<file path="src/rtl/midi_out_tx.sv">
// MIDI OUT transmitter: one channel-voice message per handshake, serialized as
// 8N1 at BAUD with optional running-status suppression of a repeated status byte.
module midi_out_tx #(
   parameter int unsigned CLK_HZ         = 50000000,
   parameter int unsigned BAUD           = 31250,
   parameter bit          RUNNING_STATUS = 1'b1
) (
   input  logic       clk50M,
   input  logic       rst,
   input  logic       msg_valid,
   output logic       msg_ready,
   input  logic [3:0] ch_message,
   input  logic [3:0] chan,
   input  logic [6:0] data1,
   input  logic [6:0] data2,
   output logic       midi_out,
   output logic       busy,
   output logic       byte_strobe
);

   localparam int unsigned BIT_DIV = CLK_HZ / BAUD;
   localparam int unsigned CNT_W   = (BIT_DIV > 1) ? $clog2(BIT_DIV) : 1;
   localparam logic [CNT_W-1:0] CNT_LAST = CNT_W'(BIT_DIV - 1);

   typedef enum logic [1:0] {
      ST_IDLE,
      ST_START,
      ST_DATA,
      ST_STOP
   } state_t;

   state_t           r_state;
   state_t           w_state_nxt;
   logic [CNT_W-1:0] r_cnt;
   logic [2:0]       r_bit;
   logic [7:0]       r_shift;
   logic [7:0]       r_q0;
   logic [7:0]       r_q1;
   logic [1:0]       r_nrem;
   logic [7:0]       r_last;
   logic             r_last_vld;
   logic             r_line;
   logic             w_line_nxt;

   logic       w_xfer;
   logic       w_msg_ok;
   logic       w_two_byte;
   logic       w_skip_status;
   logic       w_cell_end;
   logic [7:0] w_status;

   assign w_status      = {ch_message, chan};
   assign w_xfer        = msg_valid && msg_ready;
   assign w_msg_ok      = ch_message[3] && (ch_message != 4'hF);
   assign w_two_byte    = (ch_message == 4'hC) || (ch_message == 4'hD);
   assign w_skip_status = RUNNING_STATUS && r_last_vld && (r_last == w_status);
   assign w_cell_end    = (r_cnt == CNT_LAST);

   always_comb begin
      w_state_nxt = r_state;
      w_line_nxt  = r_line;
      case (r_state)
         ST_IDLE: begin
            if (w_xfer && w_msg_ok) begin
               w_state_nxt = ST_START;
               w_line_nxt  = 1'b0;
            end
         end
         ST_START: begin
            if (w_cell_end) begin
               w_state_nxt = ST_DATA;
               w_line_nxt  = r_shift[0];
            end
         end
         ST_DATA: begin
            if (w_cell_end) begin
               if (r_bit == 3'd7) begin
                  w_state_nxt = ST_STOP;
                  w_line_nxt  = 1'b1;
               end else begin
                  w_line_nxt  = r_shift[1];
               end
            end
         end
         ST_STOP: begin
            if (w_cell_end) begin
               if (r_nrem != 2'd0) begin
                  w_state_nxt = ST_START;
                  w_line_nxt  = 1'b0;
               end else begin
                  w_state_nxt = ST_IDLE;
                  w_line_nxt  = 1'b1;
               end
            end
         end
         default: begin
            w_state_nxt = ST_IDLE;
            w_line_nxt  = 1'b1;
         end
      endcase
   end

   always_ff @(posedge clk50M) begin
      if (rst) begin
         r_state    <= ST_IDLE;
         r_line     <= 1'b1;
         r_cnt      <= '0;
         r_bit      <= '0;
         r_shift    <= '0;
         r_q0       <= '0;
         r_q1       <= '0;
         r_nrem     <= '0;
         r_last     <= '0;
         r_last_vld <= 1'b0;
      end else begin
         r_state <= w_state_nxt;
         r_line  <= w_line_nxt;
         r_cnt   <= (r_state == ST_IDLE || w_cell_end) ? '0 : r_cnt + CNT_W'(1);
         case (r_state)
            ST_IDLE: begin
               // Pending bytes: r_shift is on the line next, r_q0/r_q1 follow in order.
               if (w_xfer && w_msg_ok) begin
                  r_bit <= '0;
                  if (w_skip_status) begin
                     r_shift <= {1'b0, data1};
                     r_q0    <= {1'b0, data2};
                     r_q1    <= '0;
                     r_nrem  <= w_two_byte ? 2'd0 : 2'd1;
                  end else begin
                     r_shift    <= w_status;
                     r_q0       <= {1'b0, data1};
                     r_q1       <= {1'b0, data2};
                     r_nrem     <= w_two_byte ? 2'd1 : 2'd2;
                     r_last     <= w_status;
                     r_last_vld <= 1'b1;
                  end
               end
            end
            ST_DATA: begin
               if (w_cell_end) begin
                  r_shift <= {1'b0, r_shift[7:1]};
                  r_bit   <= r_bit + 3'd1;
               end
            end
            ST_STOP: begin
               if (w_cell_end && r_nrem != 2'd0) begin
                  r_shift <= r_q0;
                  r_q0    <= r_q1;
                  r_nrem  <= r_nrem - 2'd1;
               end
            end
            default: ;
         endcase
      end
   end

   assign midi_out    = r_line;
   assign busy        = (r_state != ST_IDLE);
   assign msg_ready   = (r_state == ST_IDLE) && !rst;
   assign byte_strobe = (r_state == ST_STOP) && w_cell_end;

endmodule

</file>
<file path="config.mk">
export PLATFORM = sky130hd
export DESIGN_NAME = midi_out_tx
export DESIGN_NICKNAME = d
export VERILOG_FILES = /design/src/rtl/midi_out_tx.sv
export SDC_FILE = /design/constraint.sdc
export NUM_CORES = 1
export LEC_CHECK = 0
export BUFFER_PORTS_ARGS = -buffer_cell sky130_fd_sc_hd__buf_4
export CAP_MARGIN = 40
export CORE_MARGIN = 4
export CORE_UTILIZATION = 60
export DETAILED_ROUTE_END_ITERATION = 10
export PLACE_DENSITY = 0.86
export SETUP_SLACK_MARGIN = 0.1
export SLEW_MARGIN = 40
export SYNTH_ARGS = -nofsm -noshare
export SYNTH_HDL_FRONTEND = slang
export SYNTH_SLANG_ARGS = --single-unit
</file>
<file path="constraint.sdc">
create_clock -name clk50M -period 5.6 [get_ports clk50M]
set_clock_uncertainty 0.1 [all_clocks]
set_input_delay 1.12 -clock clk50M [delete_from_list [all_inputs] [get_ports clk50M]]
set_output_delay 1.12 -clock clk50M [all_outputs]
set_load 0.03 [all_outputs]
</file>
-- Word-level counts from Yosys, hierarchy flattened
Cells that the tools add are included.
- add/sub/neg operators: 3
- eq/ne operators: 15
- mux-type cells: 33
- bitwise gates (word level): 1
- reduce and logical (&&, ||, !) cells: 24
- operator list (cell ; count):
    $mux W8 ; 6
    $pmux W8 S3 ; 1
    $mux W2 ; 9
    $pmux W8 S2 ; 1
    $mux W7 ; 2
    $ne A2 B2 Y1 const B ; 6
    $add A11 B1 Y11 const B ; 1
    $eq A11 B11 Y1 const B ; 1
    $reduce_and A3 Y1 ; 3
    $eq A4 B4 Y1 const B ; 2
    $eq A8 B8 Y1 ; 1
    $mux W1 ; 8
    $pmux W2 S4 ; 1
    $reduce_and A4 Y1 ; 2
    $reduce_bool A2 Y1 ; 4
    $logic_and A1 B1 Y1 ; 7
    $mux W3 ; 2
    $pmux W3 S2 ; 1
    $reduce_and A5 Y1 ; 1
    $eq A2 B2 Y1 const B ; 2
    $ne A4 B4 Y1 const B ; 1
    $pmux W1 S4 ; 1
    $pmux W2 S2 ; 1
    $add A3 B1 Y3 const B ; 1
    other kinds (10) ; 11
- flip-flop bits (word level): 52
- logic and storage cells: 86
- input port bits: 25
- output and inout bits: 4

-- Longest topological paths before layout
Gate-level depths: netlist of run 1.
- depth in word-level cells: 6
- gate-level depth with buffers: 9
- mapped depth without buffers: 7

-- Worst setup path before layout of run 1
OpenSTA, ideal clock, no wires.
- path kind: input to output
- from: in rst
- to: out msg_ready
- path slack: 2486 ps
- cell stages on the path: 3
- data arrival time: 1894 ps
- path through: clkbuf_1 > clkbuf_1 > nor2_1
- longest elaborated chain between the ends: 2
- RTL lines (item ; line ; text):
    start, declared ; 9 ; input logic rst,
    $logic_not A1 Y1 ; 159 ; assign msg_ready = (r_state == ST_IDLE) && !rst;
    $logic_and A1 B1 Y1 ; 159 ;
    end, declared ; 11 ; output logic msg_ready,
Every way passes these cells.

-- Worst setup path after layout of run 1
- from: in rst
- to: reg r_shift[4]
- longest elaborated chain between the ends: 6
- RTL lines (item ; line ; text):
    $logic_not A1 Y1 ; 159 ;
    $logic_and A1 B1 Y1 ; 159 ;
    $logic_and A1 B1 Y1 ; 53 ; assign w_xfer = msg_valid && msg_ready;
    $logic_and A1 B1 Y1 ; 122 ; if (w_xfer && w_msg_ok) begin
    $ne A2 B2 Y1 (no line) ; - ;
    $reduce_and A4 Y1 (no line) ; - ;
    end signal, assigned ; 125 ; r_shift <= {1'b0, data1};
    end signal, assigned ; 130 ; r_shift <= w_status;
    end signal, assigned ; 141 ; r_shift <= {1'b0, r_shift[7:1]};
    end, declared ; 36 ; logic [7:0] r_shift;
Parallel ways exist; a longest one is shown, timed or not.
A chain may end at the register's enable or synchronous reset.

==> metrics.cfg, run 1 <==
[die]
io_pins=29
start_util_pct=62.78
die-area_mm2=0.005771
die_y_um=75.97
core_mm2=0.004414
rows=24
die_w_um=75.97

[pwr]
cell_internal_pwr_uw=698.2
pwr-share-comb_pct=40.4
switching_share_pct=40.03
pwr-share-seq_pct=40.3
vdd.ir_drop.worst_v=0.0002337
power.leakage_nw=1.228
p_switching_uw=466.0
pwr-share-clk_pct=19.3
total_power_mw=1.164
p_per_area_mw_per_mm2=379.5

[timing]
fin_ws_ps=2342
worst_pin_slew_ps=775.6
period_share_pct=58.17
max_freq_ghz=0.3070
finalSetupViolations=0
fin_tns_setup_ps=0
final_hold_viol_count=0
slew_headroom_pct=48.10
rsz0062_at_grt=false
maxSlewViolCount=0
fin_hold_ws_ps=355.9
fin_crit_ps=3258

[clock_tree]
clockBufferDepth=2
clock_latency_ps=310
cts_setup_buffers=0
numCtsBuffers=5
clkTransAtPathRegs_ps=100
cts_tree=yes
htreeDepth=2
holdBufCountCts=0
postCtsResizedCells=0
clockRootBuffer=clkbuf_8
clock-sinks=50

[global_routing]
grt_usage_pct=22.26
grt_max_degree=40
grt_pass1_vias=2263
grt_pass1_wl_mm=10.84
overflow=0
antenna_found_initial=0

[finish]
n_antenna_cell=0
final_nets=376
finalInstanceArea_mm2=0.003068
syn_to_final_growth_pct=10.70
instances_no_fill=394
final_util_pct=69.50
drive_above_1_share_pct=15.79

[logic_synthesis]
syn_area_mm2=0.002771
synth_edf_count=0
async_flop_share_pct=0
ys_seq_area_share_pct=36.12
yosysWarnings=0
synthesis.nets=364
synth_seq_cells=50
postSynthCellCount=329
synth_top_flop_cell=dfxtp_1
syn_avg_cell_area_um2=8.424
ys_types=45

[worst_hold_path]
hp-class=reg2reg
whs_path_depth=2

[placement]
gp_congestion=0.9343
post-place-cells=386
place_ws_ps=2049
port_buffers=28
placed_area_mm2=0.002968
hpwl_mm=4.487

[critical_path]
cp_slowest_stage_delay_ps=680
cp_data_required_time_ps=5680
worstPathMaxFanout=39
r2r_slack_ps=2680
path_class=in2reg
start_kind=input port
reg2reg_depth=7
cp_slowest_cell=a211oi_2
end_kind=register
critical_path_arrival_ps=3340
path_cells=buf_4 > nand4b_1 > o21a_1 > a211oi_2 > and2_1 > a311oi_1

[route]
drc=0
via_count=2459
totalWireLength_mm=6.380
wire_per_inst_um=16.19
ant_nets=0
drt-pass1-iter-count=4
drt_iter0_drc=269
vias_per_cell=6.241

[job]
drv_cap=0

[outcome]
status=finished clean

[final cells by class]
type,count,area [µm²]
multi-input cells,244,1642
fillers,367,1346
flip-flops and latches,50,1001
repair buffers,30,225.2
clock buffers,5,68.82
well taps,52,65.06
inverters,10,37.54
clock inverters,3,28.78
[critical path, delay by kind of cell]
kind | cells | cell delay, ps
compound gates | 3 | 1300
buf+inv | 1 | 220
simple gates | 2 | 660
[cells by family after synthesis]
kind of cell	share of synthesized area (%)
compound gates	17.92
xor+xnor	5.372
fa+ha+maj	4.515
buf+inv	4.921
flops	36.12
mux	6.456
simple gates	24.70
[Yosys cell counts (8+ instances only)]
cell type,n,area [µm²]
a21oi_1,19,95.09
a22oi_1,8,60.06
clkbuf_1,20,75.07
dfxtp_1,50,1001
ha_1,10,125.1
inv_1,10,37.54
mux2i_1,10,100.1
nand2_1,31,116.4
nand3_1,12,60.06
nor2_1,27,101.4
nor2b_1,8,50.05
nor3_1,10,50.05
nor3b_1,8,60.06
o21ai_0,12,60.06
xor2_1,12,105.1
[power by group through the flow]
stage               clock network [mW]  logic (mW)  registers (mW)
global route                     0.247       0.521           0.474
finish                           0.225       0.470           0.469
detailed placement                   0       0.467           0.474
CTS                              0.228       0.466           0.467
global placement                     0       0.453           0.472
floorplan                            0       0.350           0.470
[per-layer routing]
layer  wire length [µm]  vias up  track usage, %  share of wire (%)
met5                  0        -               0                  0
met4                108        0           6.940                1.7
met3                367       13           4.858                5.8
met2               2986       75           35.36                 47
met1               2918     1168           29.98                 46
li1                   -     1203               -                  -
[placed cells by master (no fill, tap or decap), types with 2 or more instances in the layout]
cell,n
nand4b_1,3
and2_1,6
or4_1,7
a21oi_1,19
o21ai_0,12
ha_1,10
a31oi_1,3
clkinv_4,2
nor3b_1,8
and3_1,4
mux2_2,7
o211ai_1,7
mux2i_1,10
dfxtp_1,50
inv_1,10
nor3_1,10
nor2_1,26
nor2b_1,8
buf_4,30
nand3_1,11
clkbuf_8,5
xor2_1,12
a22oi_1,8
nand2_1,31
o31ai_1,7
a311oi_1,7
xnor2_1,5
nand4_1,4
[sequential cells by signal, summed over array words and instances, names as in the netlist]
signal,flops
r_q0,7
r_last_vld,1
midi_out,1
r_state,2
r_shift,8
r_cnt,11
r_q1,7
r_last,8
r_bit,3
r_nrem,2
[worst paths after layout]
kind                      to       start
hold reg to reg      r_q1[0]     r_q1[0]
setup reg to reg  r_shift[4]  r_state[0]
hold / removal       r_q1[0]     r_q1[0]
setup / recovery  r_shift[4]         rst
No activity file was read; power rests on OpenSTA's default activity.
==> inputs of run 2 (changes only) <==
--- a/config.mk
+++ b/config.mk
@@ -8,9 +8,9 @@
 export BUFFER_PORTS_ARGS = -buffer_cell sky130_fd_sc_hd__buf_4
 export CAP_MARGIN = 40
 export CORE_MARGIN = 4
-export CORE_UTILIZATION = 60
+export CORE_UTILIZATION = 53
 export DETAILED_ROUTE_END_ITERATION = 10
-export PLACE_DENSITY = 0.86
+export PLACE_DENSITY = 0.81
 export SETUP_SLACK_MARGIN = 0.1
 export SLEW_MARGIN = 40
 export SYNTH_ARGS = -nofsm -noshare
==> constraint.sdc (replaced) <==
create_clock -name clk50M -period 2.8 [get_ports clk50M]
set_clock_uncertainty 0.1 [all_clocks]
set_input_delay 0.56 -clock clk50M [delete_from_list [all_inputs] [get_ports clk50M]]
set_output_delay 0.56 -clock clk50M [all_outputs]
set_load 0.03 [all_outputs]
==> metrics.cfg, run 2 (same netlist as run 1, synthesis figures left out) <==
[timing]
fin_crit_ps=2520
maxSlewViolCount=0  ; unchanged
final_hold_viol_count=0  ; unchanged
slew_headroom_pct=69.72  ; +22 points
rsz0062_at_grt=false
max_freq_ghz=0.3969
fin_ws_ps=280.2  ; -2062 ps
worst_pin_slew_ps=454.1  ; -321.4 ps
finalSetupViolations=0  ; unchanged
fin_tns_setup_ps=0  ; unchanged
fin_hold_ws_ps=358.7  ; +2.786 ps
period_share_pct=89.99

[critical_path]
path_class=reg2out
reg2reg_depth=7  ; unchanged
r2r_slack_ps=290  ; -2390 ps
critical_path_arrival_ps=1860  ; -1480 ps
reg2reg_to=r_q0[5]
worstPathMaxFanout=7  ; -82%
reg2reg_from=r_state[0]
start_kind=register
end_kind=primary output
cp_data_required_time_ps=2140  ; -3540 ps

[finish]
final_nets=385  ; +2.4%
syn_to_final_growth_pct=14.13
final_common_cell=dfxtp_1
n_antenna_cell=0  ; unchanged
final_cell_mix=50 x dfxtp_1, 39 x buf_4, 31 x nand2_1
fillCellCount=457  ; +25%
largest_reg_flops=11  ; unchanged
reg.largest.list=r_cnt: 11 flops, r_last: 8 flops, r_shift: 8 flops
drive_above_1_share_pct=17.38  ; +1.6 points
finalInstanceArea_mm2=0.003163  ; +3.1%
instances_no_fill=421  ; +6.9%
top_register=r_cnt
final_util_pct=62.33  ; -7.2 points

[clock_tree]
holdBufCountCts=0  ; unchanged
clockRootBuffer=clkbuf_8
htreeDepth=2  ; unchanged
clockBufferDepth=2  ; unchanged
postCtsResizedCells=0  ; unchanged
clock_latency_ps=300  ; about the same
clkTransAtPathRegs_ps=80  ; -20 ps
cts_setup_buffers=0  ; unchanged
numCtsBuffers=5  ; unchanged
clock-sinks=50  ; unchanged
cts_tree=yes

[die]
core_mm2=0.005075  ; +15%
io_pins=29  ; unchanged
die_y_um=80.31  ; +5.7%
die_w_um=80.31  ; +5.7%
die-area_mm2=0.006450  ; +12%
rows=26  ; +8.3%
start_util_pct=54.61  ; -8.2 points

[worst_hold_path]
min_to=r_q1[0]
whs_path_depth=2  ; unchanged
worstHoldStart=r_q1[0]
hp-class=reg2reg

[placement]
port_buffers=28  ; unchanged
gp_congestion=0.8795  ; -5.9%
post-place-cells=413  ; +7.0%
hpwl_mm=4.621  ; +3.0%
place_ws_ps=247.2  ; -1801 ps
placed_area_mm2=0.003053  ; +2.9%

[outcome]
status=finished clean

[global_routing]
antenna_found_initial=0  ; unchanged
grt_pass1_vias=2374  ; +4.9%
grt_pass1_wl_mm=11.02  ; +1.7%
grt_max_degree=39  ; -2.5%
overflow=0  ; unchanged
grt_usage_pct=21.56  ; -0.70 points

[route]
totalWireLength_mm=6.503  ; +1.9%
via_count=2448  ; -0.45%
ant_nets=0  ; unchanged
drt-pass1-iter-count=4  ; unchanged
drc=0  ; unchanged
drt_iter0_drc=167  ; -38%
vias_per_cell=5.815  ; -6.8%
wire_per_inst_um=15.45  ; -4.6%

[pwr]
vdd.ir_drop.worst_v=0.0004615  ; +97%
p_per_area_mw_per_mm2=766.1  ; +100%
total_power_mw=2.423  ; +110%
power.leakage_nw=1.276  ; +4.0%

[job]
drv_cap=0  ; unchanged

==> run 2: cell count changes in the layout (fill, tap and decap cells not counted), sizes merged <==
cell | previous run | this run
buf | 30 | 39
clkbuf | 5 | 8
inv | 11 | 10
clkinv | 2 | 0
==> run 2: layout make-up <==
| cell class | count | area [µm²] | area share (%) |
|---|---|---|---|
| Multi-Input combinational cell | 244 | 1634 | 51.66 |
| Sequential cell | 50 | 1001 | 31.65 |
| Timing Repair Buffer | 39 | 292.8 | 9.256 |
| Clock buffer | 8 | 110.1 | 3.481 |
| Tap cell | 70 | 87.58 | 2.769 |
| Inverter | 10 | 37.54 | 1.187 |
==> run 2: how the worst max path moves through the flow <==
stage	start	slack, ps	to
after floorplan	r_state[1]	430	byte_strobe
after global placement	ch_message[1]	370	r_shift[1]
after detailed placement	ch_message[1]	250	r_shift[5]
after CTS	r_cnt[0]	270	byte_strobe
after global routing	r_cnt[0]	140	byte_strobe
final	r_cnt[0]	280	byte_strobe
==> run 2: per-layer routing <==
metal	vias up	share of wire (%)	global-route usage, %	wire (µm)
met3	16	5.3	4.372	343
met4	0	2.6	9.459	167
met5	-	0	0	0
li1	1215	-	-	-
met1	1138	46	28.16	2962
met2	79	47	34.27	3030
==> run 2: worst max-delay path, stage by stage (launching register included) <==
cell and delay, ps:
dfxtp_1 380, ha_1 200, and3_1 300, and4_1 380, and2_1 160, buf_4 150
==> run 2: report_power, final <==
part,switching (mW),internal (mW),total (mW)
logic,0.585,0.407,0.992
clock network,0.237,0.250,0.487
registers,0.0917,0.852,0.944
==> inputs of run 3 (changes only) <==
--- a/config.mk
+++ b/config.mk
@@ -10,7 +10,7 @@
 export CORE_MARGIN = 4
 export CORE_UTILIZATION = 53
 export DETAILED_ROUTE_END_ITERATION = 10
-export PLACE_DENSITY = 0.81
+export PLACE_DENSITY = 0.78
 export SETUP_SLACK_MARGIN = 0.1
 export SLEW_MARGIN = 40
 export SYNTH_ARGS = -nofsm -noshare
==> metrics.cfg, run 3 (same netlist as run 1, synthesis figures left out) <==
[clock_tree]
clock_latency_ps=300  ; about the same
postCtsResizedCells=0  ; unchanged
clkTransAtPathRegs_ps=70  ; about the same
numCtsBuffers=5  ; unchanged
holdBufCountCts=0  ; unchanged
clockBufferDepth=2  ; unchanged
cts_setup_buffers=0  ; unchanged
htreeDepth=2  ; unchanged
clock-sinks=50  ; unchanged
cts_tree=yes
clockRootBuffer=clkbuf_8

[timing]
maxSlewViolCount=0  ; unchanged
finalSetupViolations=0  ; unchanged
worst_pin_slew_ps=472.1  ; +18.00 ps
fin_crit_ps=2479  ; -40.86 ps
period_share_pct=88.54  ; -1.5 points
rsz0062_at_grt=false
fin_tns_setup_ps=0  ; unchanged
slew_headroom_pct=68.19  ; -1.5 points
final_hold_viol_count=0  ; unchanged
max_freq_ghz=0.4034  ; +1.6%
fin_ws_ps=321.0  ; +40.86 ps

[critical_path]
critical_path_arrival_ps=1820  ; -40 ps
critPathTopFamily=simple AND/OR/NAND/NOR gates
critPathBufInv=1  ; unchanged
reg2reg_depth=8  ; +1
worstPathMaxFanout=7  ; unchanged
start_kind=register
cp_data_required_time_ps=2140  ; about the same
reg2reg_from=r_state[0]
end_kind=primary output
reg2reg_to=r_shift[6]
path_class=reg2out
r2r_slack_ps=430  ; +140 ps
cp_slowest_cell=and4_1
path_cells=ha_1 > and3_1 > and4_1 > and2_1 > buf_4
cp_slowest_stage_delay_ps=380  ; about the same

[pwr]
power.leakage_nw=1.262  ; -1.1%
vdd.ir_drop.worst_v=0.0003492  ; -24%
pwr-share-clk_pct=17.6  ; -2.5 points
pwr-share-seq_pct=40.0  ; +1.0 points
p_per_area_mw_per_mm2=752.7  ; -1.8%
cell_internal_pwr_mw=1.451  ; -3.9%
p_switching_uw=909.4  ; -0.55%
switching_share_pct=38.53  ; +0.80 points
pwr-share-comb_pct=42.5  ; +1.6 points

[placement]
gp_congestion=0.8721  ; -0.84%
port_buffers=28  ; unchanged
place_ws_ps=285.4  ; +38.14 ps
hpwl_mm=4.701  ; +1.7%

[finish]
n_antenna_cell=0  ; unchanged
final_cell_mix=50 x dfxtp_1, 39 x buf_4, 31 x nand2_1
fillCellCount=464  ; +1.5%
final_nets=385  ; unchanged
drive_above_1_share_pct=16.91  ; -0.47 points
top_register=r_cnt
reg.largest.list=r_cnt: 11 flops, r_last: 8 flops, r_shift: 8 flops
syn_to_final_growth_pct=13.14
final_common_cell=dfxtp_1
largest_reg_flops=11  ; unchanged

[die]
core_mm2=0.005075  ; unchanged
io_pins=29  ; unchanged
rows=26  ; unchanged
die_w_um=80.31  ; unchanged
die_y_um=80.31  ; unchanged
start_util_pct=54.61  ; unchanged
die-area_mm2=0.006450  ; unchanged

[route]
wire_per_inst_um=15.42  ; -0.19%
drt-pass1-iter-count=4  ; unchanged
ant_nets=0  ; unchanged
totalWireLength_mm=6.460  ; -0.66%
drc=0  ; unchanged
via_count=2393  ; -2.2%
drt_iter0_drc=233  ; +40%
vias_per_cell=5.711  ; -1.8%

[global_routing]
antenna_found_initial=0  ; unchanged
overflow=0  ; unchanged
grt_pass1_wl_mm=11.12  ; +0.87%
grt_pass1_vias=2294  ; -3.4%
grt_max_degree=39  ; unchanged
grt_usage_pct=21.81  ; +0.25 points

[worst_hold_path]
min_to=r_cnt[0]
whs_path_depth=1  ; -1
hp-class=reg2reg
worstHoldStart=r_cnt[0]

[outcome]
status=finished clean

[job]
drv_cap=0  ; unchanged

==> run 3: worst max-delay path by stage <==
stage                  startpoint     endpoint  slack [ps]  cells past startpoint
floorplan              r_state[1]  byte_strobe         430                      5
global placement    ch_message[1]   r_shift[1]         400                      7
detailed placement  ch_message[1]   r_shift[6]         290                      7
CTS                      r_cnt[0]  byte_strobe         310                      5
global route             r_cnt[0]  byte_strobe         170                      5
finish                   r_cnt[0]  byte_strobe         320                      5
==> run 3: stage by stage <==
stage | total power [mW] | cells | area, µm² | hold slack, ps | util, %
finish | 2.360 | 419 | 3136 | 351.2 | 61.79
global route | 2.512 | 419 | 3136 | 370.2 | 61.79
CTS | 2.361 | 419 | 3136 | 356.1 | 61.79
detailed placement | 1.946 | 413 | 3053 | 338.8 | 60.16
global placement | 1.924 | 413 | 3053 | 332.3 | 60.16
floorplan | 1.641 | 329 | 2771 | 317.6 | -
==> run 3: metal layers <==
metal / GRT usage (%) / vias to the layer above / share of wire [%]
met5: 0 / - / 0
met4: 8.277 / 0 / 1.9
met3: 3.812 / 13 / 4.7
met2: 34.44 / 57 / 46
met1: 29.54 / 1110 / 48
li1: - / 1213 / -
==> run 3: cell type report <==
class,count,area [µm²],share of cell area [%]
timing repair buffer,39,292.8,9.338
multi-input combinational,244,1634,52.11
tap,70,87.58,2.793
inverter,10,37.54,1.197
sequential,50,1001,31.92
clock buffer,6,82.58,2.634
==> run 3: worst reg2reg max path, cell delays in order (launching register included) <==
cell and delay, ps:
dfxtp_1 330, inv_1 150, ha_1 320, nand4b_1 200
o21a_1 270, a211oi_2 360, buf_4 220, a21oi_1 70
a311oi_1 270
==> run 3: power groups by stage <==
stage	registers [mW]	clock network, mW	logic, mW
CTS	0.940	0.428	0.994
finish	0.943	0.415	1.00
global placement	0.953	0	0.971
global route	0.958	0.455	1.10
detailed placement	0.956	0	0.990
floorplan	0.940	0	0.701
